File: config.mk
export PLATFORM = sky130hd
export DESIGN_NAME = tx_control
export DESIGN_NICKNAME = d
export VERILOG_FILES = /design/src/rtl/tx_control.sv
export SDC_FILE = /design/constraint.sdc
export NUM_CORES = 1
export LEC_CHECK = 0
export ABC_AREA = 1
export CAP_MARGIN = 20
export CORE_ASPECT_RATIO = 1.2
export CORE_MARGIN = 2
export CORE_UTILIZATION = 48
export CTS_CLUSTER_DIAMETER = 120
export DETAILED_ROUTE_END_ITERATION = 8
export PLACE_DENSITY = 0.79
export SYNTH_ARGS = -nofsm -noshare
export SYNTH_HDL_FRONTEND = slang
export SYNTH_SLANG_ARGS = --single-unit
File: constraint.sdc
create_clock -name clk -period 1.7 [get_ports clk]
set_clock_uncertainty 0.1 [all_clocks]
set_input_delay 0.34 -clock clk [delete_from_list [all_inputs] [get_ports clk]]
set_output_delay 0.34 -clock clk [all_outputs]
set_load 0.005 [all_outputs]
File: src/rtl/tx_control.sv
// tx_control: transmit-side sequencer. Snapshots the ALU result (and optionally
// the flags) on a trigger and hands it byte by byte, LSB first, to the UART TX
// through a start/busy handshake.
module tx_control #(
  parameter bit SEND_FLAGS = 1'b0
) (
  input  logic        clk,
  input  logic        reset,
  input  logic        trigger,
  input  logic [15:0] alu_result,
  input  logic [4:0]  alu_flags,
  input  logic        tx_busy,
  output logic        tx_start,
  output logic [7:0]  tx_data,
  output logic        busy,
  output logic        done,
  output logic        dropped,
  output logic [7:0]  leds
);

  // Encodings double as the leds bit index.
  typedef enum logic [2:0] {
    StIdle    = 3'd0,
    StSendLsb = 3'd1,
    StWaitLsb = 3'd2,
    StSendMsb = 3'd3,
    StWaitMsb = 3'd4,
    StSendFlg = 3'd5,
    StWaitFlg = 3'd6,
    StDone    = 3'd7
  } state_e;

  state_e      state_q, state_d;
  logic [15:0] shadow_q, shadow_d;
  logic [4:0]  flags_q, flags_d;
  logic        seen_busy_q, seen_busy_d;
  logic [7:0]  tx_data_q, tx_data_d;
  logic        dropped_q, dropped_d;
  logic        wait_exit;

  // State and datapath registers, cleared asynchronously.
  always_ff @(posedge clk or posedge reset) begin
    if (reset) begin
      state_q     <= StIdle;
      shadow_q    <= 16'h0000;
      flags_q     <= 5'h00;
      seen_busy_q <= 1'b0;
      tx_data_q   <= 8'h00;
      dropped_q   <= 1'b0;
    end else begin
      state_q     <= state_d;
      shadow_q    <= shadow_d;
      flags_q     <= flags_d;
      seen_busy_q <= seen_busy_d;
      tx_data_q   <= tx_data_d;
      dropped_q   <= dropped_d;
    end
  end

  // A byte's wait ends only after the UART has been seen busy and then idle again.
  assign wait_exit = seen_busy_q && !tx_busy;

  // Next-state logic and per-state strobes.
  always_comb begin
    state_d     = state_q;
    shadow_d    = shadow_q;
    flags_d     = flags_q;
    seen_busy_d = seen_busy_q;
    tx_start    = 1'b0;
    done        = 1'b0;
    case (state_q)
      StIdle: begin
        seen_busy_d = 1'b0;
        if (trigger) begin
          shadow_d = alu_result;
          flags_d  = alu_flags;
          state_d  = StSendLsb;
        end
      end
      StSendLsb: begin
        if (!tx_busy) begin
          tx_start = 1'b1;
          state_d  = StWaitLsb;
        end
      end
      StWaitLsb: begin
        if (wait_exit) begin
          seen_busy_d = 1'b0;
          state_d     = StSendMsb;
        end else if (tx_busy) begin
          seen_busy_d = 1'b1;
        end
      end
      StSendMsb: begin
        if (!tx_busy) begin
          tx_start = 1'b1;
          state_d  = StWaitMsb;
        end
      end
      StWaitMsb: begin
        if (wait_exit) begin
          seen_busy_d = 1'b0;
          state_d     = SEND_FLAGS ? StSendFlg : StDone;
        end else if (tx_busy) begin
          seen_busy_d = 1'b1;
        end
      end
      StSendFlg: begin
        if (!tx_busy) begin
          tx_start = 1'b1;
          state_d  = StWaitFlg;
        end
      end
      StWaitFlg: begin
        if (wait_exit) begin
          seen_busy_d = 1'b0;
          state_d     = StDone;
        end else if (tx_busy) begin
          seen_busy_d = 1'b1;
        end
      end
      StDone: begin
        done    = 1'b1;
        state_d = StIdle;
      end
      default: begin
        state_d     = StIdle;
        seen_busy_d = 1'b0;
      end
    endcase
  end

  // Load tx_data on entry to a Send state so the byte is valid with the first strobe.
  always_comb begin
    tx_data_d = tx_data_q;
    case (state_d)
      StSendLsb: tx_data_d = shadow_d[7:0];
      StSendMsb: tx_data_d = shadow_d[15:8];
      StSendFlg: tx_data_d = {3'b000, flags_d};
      default:   tx_data_d = tx_data_q;
    endcase
  end

  // Any trigger outside Idle (Done included) is lost and remembered until reset.
  always_comb begin
    dropped_d = dropped_q | (trigger && (state_q != StIdle));
  end

  // Status outputs.
  always_comb begin
    leds          = 8'h00;
    leds[state_q] = 1'b1;
    busy          = (state_q != StIdle);
    tx_data       = tx_data_q;
    dropped       = dropped_q;
  end

endmodule

== Word level (Yosys, flattened, before mapping) ==
Cells that the tools add are included.
Storage, ports and cells
  output and inout bits: 20
  bits in registers: 34
  input bits: 25
Operators by class
  eq/ne operators: 11
  bitwise logic cells: 1
  reduce and logical (&&, ||, !) cells: 12
  muxes and demuxes: 20
  magnitude comparators: 2
Operator list (number)
  $mux W16: 2
  $pmux W8 S3: 1
  $pmux W3 S7: 1
  $mux W3: 6
  $eq A3 B3 Y1 const B: 5
  $mux W5: 2
  $eq A3 B2 Y1 const B: 3
  $eq A3 B1 Y1 const B: 2
  $mux W1: 6
  $reduce_bool A3 Y1: 2
  $reduce_or A3 Y1: 2
  $lt A3 B4 Y1 const B: 1
  $demux W1 S3: 1
  $ge A3 B1 Y1 const B: 1
  $logic_and A1 B1 Y1: 3
  $logic_not A3 Y1: 1
  $ne A3 B1 Y1 const B: 1
  $pmux W1 S2: 1
  $reduce_and A2 Y1: 1
  $reduce_bool A2 Y1: 1
  $reduce_or A2 Y1: 1
  $logic_not A1 Y1: 1
  $or A1 B1 Y1: 1

== Depth between registers and ports, before layout ==
  depth after elaboration: 6
  gate-level depth with buffers: 11
  mapped depth without buffers: 11

== Worst setup path before layout ==
Ideal clock, no wire load.
  kind: input to register
  start point: input trigger
  end point: register tx_data_q[2] (netlist: tx_data[2])
  library setup time: 117 ps
  required time: 1483 ps
  stages: 7
  arrival time: 1319 ps
  slack: 164 ps
  buffers on the path: 2
  cell sequence: clkbuf_1 nand3_2 buf_2 o211ai_1 nand3_1 nor2_1 nor2_1
On the way
  cells in the longest elaborated chain, start to end: 4
RTL lines
  start: declaration: line 9  | input logic trigger,
  $mux W3: line 74  | if (trigger) begin
  $pmux W3 S7: line 71  | case (state_q)
  $eq A3 B3 Y1 (tied with other cells): line 136  | case (state_d)
  $pmux W8 S3 or $reduce_bool A3 Y1 (tied branches)
  end signal: assignment: line 55  | tx_data_q <= tx_data_d;
  end: declaration: line 37  | logic [7:0] tx_data_q, tx_data_d;
Parallel ways exist; a longest one is shown, timed or not.
A chain may end at the register's enable or synchronous reset.

== Final worst setup path ==
  start point: register state_q[2]
  end point: register tx_data_q[4] (netlist: tx_data[4])
RTL lines
  start: declaration: line 33  | state_e state_q, state_d;
  start signal: assignment: line 44  | state_q <= StIdle;
  start signal: assignment: line 51  | state_q <= state_d;
  $logic_not A3 Y1: line 71
  $mux W16: line 71
  named net shadow_d[12]: line 34  | logic [15:0] shadow_q, shadow_d;
  $pmux W8 S3: line 136
The timed path passes the listed nets, and every way through them passes these cells.

==> results.py <==
metrics = {
    "run_status": {
        "status": "complete, but fails checks",
        "violations": "setup timing",
    },
    "synthesis": {
        "yosys.area.top_type": "dfrtp_1",
        "synth_nets": 252,
        "synth.distinct_cells": 24,
        "syn_area_mm2": 0.00175,
        "synth_seq_cells": 34,
        "synth_seq_area_share_pct": 48.7,
        "yosys_most_used_dff": "dfrtp_1",
        "syn_avg_cell_area_um2": 7.70,
        "synth_edf_count": 0,
        "synth_top_area_share_pct": 48.7,
        "syn_inst": 227,
        "yosys_warnings": 0,
        "synthTopCellsByArea": "dfrtp_1 (49%), nand2_1 (17%), nor2_1 (5.6%), inv_1 (5.2%), nand3_1 (4.3%)",
        "async_flop_share_pct": 100,
    },
    "finish": {
        "antenna_cells": 0,
        "regArea_um2": 853,
        "area_growth_pct": 67.7,
        "nFillCells": 213,
        "multi_input_area_um2": 915,
        "fin_area_mm2": 0.00293,
        "drive_gt1_share_pct": 36.0,
        "layout.nets": 349,
    },
    "die": {
        "start_util_pct": 48.9,
        "num_rows": 24,
        "die_w_um": 59.1,
        "chipHeight_um": 70.1,
        "die-area_mm2": 0.00414,
        "core-area_mm2": 0.00357,
        "ios": 45,
    },
    "global_route": {
        "grtUsageMet3_pct": 5.74,
        "grt_max_degree": 35,
        "top_usage_layer": "met2",
        "grt_pass1_wl_um": 8000,
        "grt_pass1_vias": 1816,
        "grtUsageMet1_pct": 30.5,
        "grt_use_total_pct": 25.4,
        "overflow": 0,
        "gr-usage-met2_pct": 41.9,
        "antenna_found_initial": 0,
    },
    "run": {
        "maxCapViolCount": 0,
    },
    "pwr": {
        "ir_drop_v": 0.000989,
        "p_leak_nw": 1.50,
        "finalPower_mw": 5.46,
        "power_density_mw_per_mm2": 1860,
    },
    "cts": {
        "ctsHoldBuffers": 0,
        "cts_tree": "yes",
        "cts_max_level": 2,
        "root_buffer": "clkbuf_8",
        "clk_pin_slew_worst_paths_ps": 80,
        "numCtsBuffers": 5,
        "clock_sinks": 34,
        "cts_buffer_depth": 2,
        "worstSkewPairLatency_ps": 300,
    },
    "routing": {
        "wirelength_um": 5680,
        "post_drt_wl_per_cell_um": 15.6,
        "vias": 1902,
        "dr.pass1.iters": 4,
        "routed_via_density": 5.23,
        "first_iter_violations": 90,
        "detail-route-antenna-nets": 0,
        "drc": 0,
    },
    "critical_path": {
        "r2r_cells": 12,
        "crit_slowest_cell": "dfrtp_1",
        "endpoint_kind": "register",
        "critPathKind": "register to register",
        "start_kind": "register",
        "critPathTopFamily": "simple AND/OR/NAND/NOR gates",
        "crit_top_cell": "nand2_1",
        "crit_fanout": 5,
        "r2r_slack_ps": -110,
        "cp_data_arrival_time_ps": 1890,
        "path_cells": "buf_6, nor2_4, buf_6, nand3_4, buf_12, buf_4, nand2_1, nand2_1, nand2_1, nand3_2, nor2_1, nor2_1",
        "cp.required_ps": 1790,
        "worst-path-stages": 12,
        "slowest_delay_ps": 430,
        "cp_num_buf_inv": 4,
    },
    "sta": {
        "holdWs_ps": 280,
        "hold_violations": 0,
        "period_needed_ps": 1810,
        "drv_slew": 0,
        "rsz0062_at_grt": "yes",
        "maxSlewHeadroom_pct": 80.4,
        "finalCritPeriodShare_pct": 106,
        "fmax_mhz": 553,
        "worst_pin_slew_ps": 293,
        "setup_slack_ps": -107,
        "tns_ps": -915,
        "setup_viol": 13,
    },
    "placement": {
        "dpl-instance-area_mm2": 0.00242,
        "dp_hpwl_um": 2940,
        "io_buffers": 44,
        "pre_cts_ws_ps": -288,
        "gp_congestion": 0.877,
    },
    "min_path": {
        "hold_path_class": "primary input to async pin",
    },
}
tightest hold or removal path, stage by stage:
cell,delay [ps]
clkdlybuf4s50_1,390
inv_1,90
buf_12,210
stage by stage:
step / std cells / utilization (%)
2_1_floorplan: 227 / -
3_3_place_gp: 332 / 67.8
3_5_place_dp: 332 / 67.8
4_1_cts: 355 / 76.3
5_1_grt: 364 / 82.0
6_report: 364 / 82.0
synthesized netlist by cell type, types with 3 or more instances:
cell / instances
nand2_1: 78
dfrtp_1: 34
nor2_1: 26
nand4_1: 6
inv_2: 4
nand3_1: 15
a21oi_1: 5
nand2_2: 3
o21ai_0: 6
nand3_2: 3
or2_0: 3
inv_1: 24
buf_4: 4
area by class of cell:
type,instances,area share (%)
clock buffer,6,2.82
clock inverter,2,0.427
inverter,28,4.01
multi-input combinational,159,31.2
sequential,34,29.1
tap,39,1.66
timing repair buffer,96,30.8
report_power, final:
part           switching (mW)  internal [mW]
clock                   0.321          0.326
sequential              0.199           1.19
combinational            1.75           1.69
total                    2.26           3.20
cells by family after synthesis:
group | count (synthesis) | share of synthesized area [%]
flip-flops | 34 | 48.7
AO/OA/AOI/OAI | 17 | 6.23
AND/OR/NAND/NOR | 141 | 36.6
buffers and inverters | 35 | 8.52
worst paths after layout:
| check | start | to |
|---|---|---|
| min reg2reg | dropped$_DFF_PP0_ | dropped$_DFF_PP0_ |
| min in group clk | dropped$_DFF_PP0_ | dropped$_DFF_PP0_ |
| max | state_q[2]$_DFF_PP0_ | tx_data[4]$_DFFE_PP0P_ |
| min | reset | tx_data[6]$_DFFE_PP0P_ |
| max in group asynchronous | reset | state_q[1]$_DFF_PP0_ |
| max reg2reg | state_q[2]$_DFF_PP0_ | tx_data[4]$_DFFE_PP0P_ |
timing repair:
item,CTS,global route
setup buffers,14,8
gates resized for setup,55,48
cloned,1,1
pin swaps,3,18
endpoints found under the setup margin,18,19
sequential cells by signal (all words and copies together) (netlist names):
register	flops
shadow_q	16
tx_data	8
flags_q	5
state_q	3
dropped	1
seen_busy_q	1
layer usage:
metal	vias to the layer above	wire, um
met4	0	184
li1	905	-
met2	59	3090
met3	20	243
met1	918	2150
met5	-	0
layout by cell type (no fill, tap or decap), types with 2 or more instances in the layout:
master,synthesis,routed
nand2_1,78,72
buf_4,4,35
clkdlybuf4s50_1,0,33
dfrtp_1,34,32
inv_1,24,22
nor2_1,26,22
buf_6,0,13
nand3_4,1,7
nand3_1,15,7
nand2_4,2,6
nand2_2,3,6
nand4_1,6,6
clkbuf_8,0,6
nand3_2,3,5
clkbuf_2,0,5
a21oi_2,0,4
inv_4,0,3
o21ai_1,0,3
nor2_2,0,3
or2_0,3,3
buf_2,2,3
buf_12,0,3
nor2_4,1,2
inv_2,4,2
o21a_1,2,2
o21ai_2,0,2
o211ai_1,2,2
clkdlybuf4s15_2,0,2
dfrtp_2,0,2
Power figures use the tool's default switching activity.
